<file path="config.mk">
export PLATFORM = sky130hd
export DESIGN_NAME = resp_compactor
export DESIGN_NICKNAME = d
export VERILOG_FILES = /design/src/rtl/resp_compactor.sv
export SDC_FILE = /design/constraint.sdc
export NUM_CORES = 1
export LEC_CHECK = 0
export ABC_AREA = 1
export CAP_MARGIN = 20
export CORE_MARGIN = 1
export CORE_UTILIZATION = 41
export DETAILED_ROUTE_END_ITERATION = 8
export GPL_TIMING_DRIVEN = 0
export PLACE_DENSITY = 0.79
export SYNTH_ARGS = -nofsm -noshare
export SYNTH_HDL_FRONTEND = slang
export SYNTH_SLANG_ARGS = --single-unit
</file>
<file path="constraint.sdc">
create_clock -name clk -period 1.5 [get_ports clk]
set_input_delay 0.3 -clock clk [delete_from_list [all_inputs] [get_ports clk]]
set_output_delay 0.3 -clock clk [all_outputs]
set_load 0.01 [all_outputs]
</file>
<file path="src/rtl/resp_compactor.sv">
// 16-bit MISR response compactor: folds num_pat 14-bit response vectors into a signature.
// Optional macro RESP_COMPACTOR_GOLDEN_EN latches a golden signature and drives pass on a match.
module resp_compactor #(
    parameter int          NPAT_W = 8,
    parameter logic [15:0] SEED   = 16'hFFFF
) (
    input  logic              clk,
    input  logic              rst_n,
    input  logic              start,
    input  logic [NPAT_W-1:0] num_pat,
    input  logic [13:0]       resp,
    input  logic              resp_valid,
    output logic              resp_ready,
    input  logic [15:0]       golden,
    output logic [15:0]       sig,
    output logic              busy,
    output logic              done,
    output logic              pass
);

    typedef enum logic [1:0] {
        IDLE,
        RUN,
        DONE
    } state_t;

    state_t            state_q, state_d;
    logic [15:0]       sig_q, sig_d;
    logic [NPAT_W-1:0] cnt_q, cnt_d;
    logic [NPAT_W-1:0] npat_q, npat_d;
    logic [15:0]       misr_next;

`ifdef RESP_COMPACTOR_GOLDEN_EN
    logic [15:0]       golden_q, golden_d;
`else
    logic              unused_golden;
    assign unused_golden = ^golden;
`endif

    // CRC-CCITT polynomial feedback with the response folded into the low bits
    assign misr_next = {sig_q[14:0], 1'b0}
                     ^ (sig_q[15] ? 16'h1021 : 16'h0000)
                     ^ {2'b00, resp};

    always_ff @(posedge clk or negedge rst_n) begin
        if (!rst_n) begin
            state_q  <= IDLE;
            sig_q    <= SEED;
            cnt_q    <= '0;
            npat_q   <= '0;
`ifdef RESP_COMPACTOR_GOLDEN_EN
            golden_q <= '0;
`endif
        end else begin
            state_q  <= state_d;
            sig_q    <= sig_d;
            cnt_q    <= cnt_d;
            npat_q   <= npat_d;
`ifdef RESP_COMPACTOR_GOLDEN_EN
            golden_q <= golden_d;
`endif
        end
    end

    always_comb begin
        state_d  = state_q;
        sig_d    = sig_q;
        cnt_d    = cnt_q;
        npat_d   = npat_q;
`ifdef RESP_COMPACTOR_GOLDEN_EN
        golden_d = golden_q;
`endif
        case (state_q)
            IDLE, DONE: begin
                if (start) begin
                    sig_d    = SEED;
                    cnt_d    = '0;
`ifdef RESP_COMPACTOR_GOLDEN_EN
                    golden_d = golden;
`endif
                    if (num_pat != '0) begin
                        state_d = RUN;
                        npat_d  = num_pat;
                    end else begin
                        state_d = DONE;
                    end
                end
            end
            RUN: begin
                // start is deliberately ignored here so a run cannot be restarted
                if (resp_valid) begin
                    sig_d = misr_next;
                    cnt_d = cnt_q + NPAT_W'(1);
                    if (cnt_q == npat_q - NPAT_W'(1)) begin
                        state_d = DONE;
                    end
                end
            end
            default: begin
                state_d = IDLE;
            end
        endcase
    end

    assign resp_ready = (state_q == RUN);
    assign busy       = (state_q == RUN);
    assign done       = (state_q == DONE);
    assign sig        = sig_q;

`ifdef RESP_COMPACTOR_GOLDEN_EN
    assign pass = (state_q == DONE) && (sig_q == golden_q);
`else
    assign pass = 1'b0;
`endif

endmodule

</file>
# ---- Word-level counts from Yosys, hierarchy flattened
# Cells that the tools add are included.
dict set report totals {
  regBits 34
  latch_bits 0
  ramBits 0
  romBits 0
  inputBits 42
  out_inout_bits 20
  elab_cells 33
  mem_count 0
}
dict set report classes {
  n_addsub 2
  n_mul 0
  div 0
  magnitude_cmp 0
  eq_ne 6
  shift 0
  muxes 12
  bitwise_logic 2
  reduce_logical 7
}
# operator n
set op_table {}
lappend op_table {{16-bit 2-to-1 mux} 2}
lappend op_table {{16-bit one-hot mux with 2 select lines} 1}
lappend op_table {{8-bit 2-to-1 mux} 2}
lappend op_table {{8-bit one-hot mux with 2 select lines} 1}
lappend op_table {{16-bit by 13-bit XOR with 16-bit output} 1}
lappend op_table {{16-bit by 14-bit XOR with 16-bit output} 1}
lappend op_table {{13-bit 2-to-1 mux} 1}
lappend op_table {{3-bit AND reduction} 3}
lappend op_table {{8-bit by 1-bit adder with 8-bit output (second input constant)} 1}
lappend op_table {{8-bit equality test} 1}
lappend op_table {{2-bit 2-to-1 mux} 4}
lappend op_table {{8-bit nonzero test} 1}
lappend op_table {{8-bit by 1-bit subtractor with 8-bit output (second input constant)} 1}
lappend op_table {{2-bit inequality test (second input constant)} 2}
lappend op_table {{2-bit one-hot mux with 2 select lines} 1}
lappend op_table {{2-bit by 1-bit equality test with 1-bit output (second input constant)} 1}
lappend op_table {{2-bit equality test (second input constant)} 1}
lappend op_table {{2-bit logical NOT} 1}
lappend op_table {{2-bit by 1-bit inequality test with 1-bit output (second input constant)} 1}
lappend op_table {{2-bit nonzero test} 1}
lappend op_table {{2-bit OR reduction} 1}

# ---- Depth between registers and ports, before layout
dict set report depth {
  ltp_word 5
  depth_mapped 13
  ltp_nobuf 13
}

# ---- Worst setup path before layout
# Ideal clock, no wire load.
dict set report synth_path {
  path_kind {flip-flop to flip-flop}
  from {reg npat_q[0]}
  to {reg state_q[0]}
  setup_time_ns 0.130
  arrival_time_ns 1.332
  t_required_ns 1.370
  setup_slack_ns 0.038
  path_stages_with_launch 12
  path_buffers 0
  period_less_slack_ns 1.462
  path_cell_list {dfrtp_1 -> inv_1 -> ha_1 -> nand2_1 -> nor2_1 -> nand2_1 -> nand3_1 -> nand2_1 -> nor2_1 -> nand2_1 -> nand2_1 -> o211ai_1}
}
dict set report synth_between {
  elab_chain_len 4
}
# item line
set synth_lines {}
lappend synth_lines {{start: declaration} 30} ;# logic [NPAT_W-1:0] npat_q, npat_d;
lappend synth_lines {{start signal: assignment} 58} ;# npat_q <= npat_d;
lappend synth_lines {{8-bit by 1-bit subtractor with 8-bit output} 94} ;# if (cnt_q == npat_q - NPAT_W'(1)) begin
lappend synth_lines {{8-bit equality test} 94}
lappend synth_lines {{2-bit by 1-bit inequality test with 1-bit output (no source line)} --}
lappend synth_lines {{3-bit AND reduction (no source line)} --}
lappend synth_lines {{end signal: assignment} 55} ;# state_q <= state_d;
lappend synth_lines {{end: declaration} 27} ;# state_t state_q, state_d;
# Every way passes these cells.
# A chain may end at the register's enable or synchronous reset.

# ---- Worst setup path after layout
dict set report layout_path {
  from {reg npat_q[1]}
  to {reg state_q[0]}
}
# Same word-level chain as after synthesis.

==> flow_metrics.env <==
export IMPL_status="complete, but fails checks"
export IMPL_violations="negative setup slack"
export IMPL_place_inst=338
export IMPL_drt_iter0_drc=119
export IMPL_worst_setup_path_start_kind="register"
export IMPL_combPwrFrac_pct=50.6
export IMPL_initial_core_util_pct=43.4
export IMPL_syn_nets=286
export IMPL_leakagePower_uw=0.00137
export IMPL_wirelength_mm=5.59
export IMPL_seq_area_frac_synth_pct=45.5
export IMPL_hold_worst_slack_ns=0.0664
export IMPL_endpoint_kind="register"
export IMPL_htree_levels=2
export IMPL_synth_area_leaders="dfrtp_1 (24%), dfstp_2 (22%), nand2_1 (11%), xnor2_1 (6.4%), inv_1 (5.9%)"
export IMPL_dp_hpwl_mm=3.21
export IMPL_drt_pass1_iter_count=4
export IMPL_crit_top_cell="nand2_1"
export IMPL_coreArea_mm2=0.00441
export IMPL_drv_slew=0
export IMPL_synth_cell_types=27
export IMPL_finalCritPeriodShare_pct=109
export IMPL_cts_root_buf="clkbuf_8"
export IMPL_grt_pass1_vias=1723
export IMPL_final_core_util_pct=64.9
export IMPL_cp_top_family="simple AND/OR/NAND/NOR gates"
export IMPL_drive_gt1_share_pct=27.8
export IMPL_mostFrequentLayoutCells="nand2_1 (51), inv_1 (26), nor2_1 (26), clkdlybuf4s50_1 (24), buf_4 (18)"
export IMPL_cts_buffer_depth=2
export IMPL_multi_input_area_mm2=0.00104
export IMPL_grt_pass1_wl_mm=7.71
export IMPL_area_delta_synth_final_pct=49.5
export IMPL_worstSkewPairLatency_ns=0.29
export IMPL_synth_top_area_cell="dfrtp_1"
export IMPL_finClkSkew_ns=0.00538
export IMPL_drtAntennaViolNets=0
export IMPL_syn_avg_cell_area_um2=7.91
export IMPL_die_h_um=70.3
export IMPL_vias=1903
export IMPL_die_x_um=70.3
export IMPL_postCtsHoldBufs=0
export IMPL_die_area_mm2=0.00495
export IMPL_yosysWarningCount=0
export IMPL_syn_area_mm2=0.00191
export IMPL_antenna_found_initial=0
export IMPL_final_seq_area_um2=872
export IMPL_hp_class="primary input to async pin"
export IMPL_required_ns=1.66
export IMPL_p_clk_share_pct=15.8
export IMPL_setup_ws_ns=-0.138
export IMPL_crit_buf_inv=2
export IMPL_rsz0062_at_grt="yes"
export IMPL_grt_util_met2_pct=33.7
export IMPL_timing_fmax_mhz=610
export IMPL_crit_chain="inv_2 -> ha_4 -> inv_2 -> nand2_1 -> nand2_1 -> nor2_1 -> nand4_1 -> nor2_1 -> nand2_1 -> nand2_1 -> o211ai_1"
export IMPL_row_count=24
export IMPL_path_class="register to register"
export IMPL_switching_share_pct=41.0
export IMPL_worstMarginPinSlew_ns=0.740
export IMPL_seqPwrFrac_pct=33.6
export IMPL_netlist_instances=242
export IMPL_grt_busiest_layer="met2"
export IMPL_peakVddDrop_mv=1.05
export IMPL_clock_sinks=34
export IMPL_met3_usage_pct=5.05
export IMPL_power_density_mw_per_mm2=1950
export IMPL_avgRoutedWirePerCell_um=15.3
export IMPL_cp_arrival_ns=1.80
export IMPL_fin_crit_ns=1.64
export IMPL_grt_max_degree=35
export IMPL_met1_usage_pct=23.9
export IMPL_finalSetupViolations=4
export IMPL_ys_ff_latch=34
export IMPL_final_common_cell="nand2_1"
export IMPL_ios=62
export IMPL_io_buffers=44
export IMPL_switching_power_uw=2280
export IMPL_cp_slowest_stage_delay_ns=0.41
export IMPL_crit_fanout=3
export IMPL_nNetsFinal=357
export IMPL_overflow=0
export IMPL_slowest_stage="dfrtp_1"
export IMPL_grtUsageTotal_pct=19.9
export IMPL_clk_pin_slew_worst_paths_ns=0.07
export IMPL_final_cells=365
export IMPL_yosysTopAreaCellShare_pct=23.5
export IMPL_maxCapViolations=0
export IMPL_numCtsBuffers=5
export IMPL_finalHoldViolCount=0
export IMPL_cts_tree="built"
export IMPL_slew_headroom_pct=50.6
export IMPL_nFillCells=332
export IMPL_place_congestion=0.832
export IMPL_drc=0
export IMPL_internal_power_uw=3290
export IMPL_vias_per_cell=5.21
export IMPL_diodes=0
[metrics by stage]
stage	cell area [µm²]	setup slack, ns	power [µW]	TNS [ns]
CTS	2660	-0.0866	5040	-0.182
detailed placement	2410	-0.589	4110	-8.83
global route	2860	-0.230	5910	-1.15
floorplan	1910	0.0378	3230	0
global placement	2420	-0.568	4020	-22.45
finish	2860	-0.138	5570	-0.295
[state kept, by name, summed over array words and instances, names as in the netlist]
signal   flops
cnt_q        8
npat_q       8
sig         16
state_q      2
[cell type report]
| class | count | share of cell area, % |
|---|---|---|
| inverters | 31 | 4.06 |
| multi-input cells | 170 | 36.2 |
| clock inverters | 1 | 1.05 |
| well taps | 52 | 2.27 |
| clock buffers | 6 | 2.88 |
| plain buffers | 6 | 2.23 |
| flip-flops and latches | 34 | 30.5 |
| repair buffers | 65 | 20.8 |
[path summary, 6_finish.rpt]
kind / startpoint / end / slack [ns] / cells after the start
worst max-delay path: npat_q[1]$_DFFE_PN0P_ / state_q[0]$_DFFE_PN0P_ / -0.14 / 11
worst min-delay path: rst_n / npat_q[7]$_DFFE_PN0P_ / 0.07 / 1
worst max register to register: npat_q[1]$_DFFE_PN0P_ / state_q[0]$_DFFE_PN0P_ / -0.14 / 11
worst min register to register: sig[1]$_DFFE_PN1P_ / sig[1]$_DFFE_PN1P_ / 0.51 / 2
min in group clk: sig[1]$_DFFE_PN1P_ / sig[1]$_DFFE_PN1P_ / 0.51 / 2
max in group asynchronous: rst_n / state_q[1]$_DFFE_PN0P_ / 0.91 / 1
[layer usage]
| layer | vias to the layer above | wire length, µm |
|---|---|---|
| met5 | - | 0 |
| met4 | 0 | 82 |
| met3 | 10 | 294 |
| met2 | 72 | 2910 |
| met1 | 909 | 2300 |
| li1 | 912 | - |
[synth_stat cells, drive strengths merged]
cell	number
dfrtp	18
a31oi	12
nand2	60
o211ai	1
ha	2
inv	31
nand3b	1
nor2	34
dfstp	16
xnor2	14
a21oi	7
nand4	3
buf	7
xor2	4
conb	1
o22ai	2
o21ai	17
nor3	3
nand3	9
[cell families (layout without fill, tap and decap cells)]
kind of cell             after synthesis  after routing  share of synthesized area [%]
AND/OR/NAND/NOR                      110            110                           25.1
AO/OA/AOI/OAI                         39             39                           11.2
other                                  1              1                          0.196
adder cells (fa/ha/maj)                2              2                           1.31
buffers and inverters                 38            109                           8.43
XOR/XNOR                              18             18                           8.24
flip-flops                            34             34                           45.5
[timing repair]
item / in CTS / in global routing
setup buffers: 12 / 9
pin swaps: 11 / 10
gates cloned: 0 / 1
gates resized for setup: 46 / 39
endpoints found under the setup margin: 33 / 34
[power by group through the flow]
| stage | Combinational [µW] | Clock (µW) | Sequential, µW |
|---|---|---|---|
| 3_5_place_dp | 2260 | 0 | 1850 |
| 6_report | 2820 | 881 | 1870 |
| 3_3_place_gp | 2180 | 0 | 1840 |
| 5_1_grt | 3060 | 919 | 1930 |
| 2_1_floorplan | 1340 | 0 | 1880 |
| 4_1_cts | 2340 | 870 | 1830 |
No activity file was read; power rests on OpenSTA's default activity.
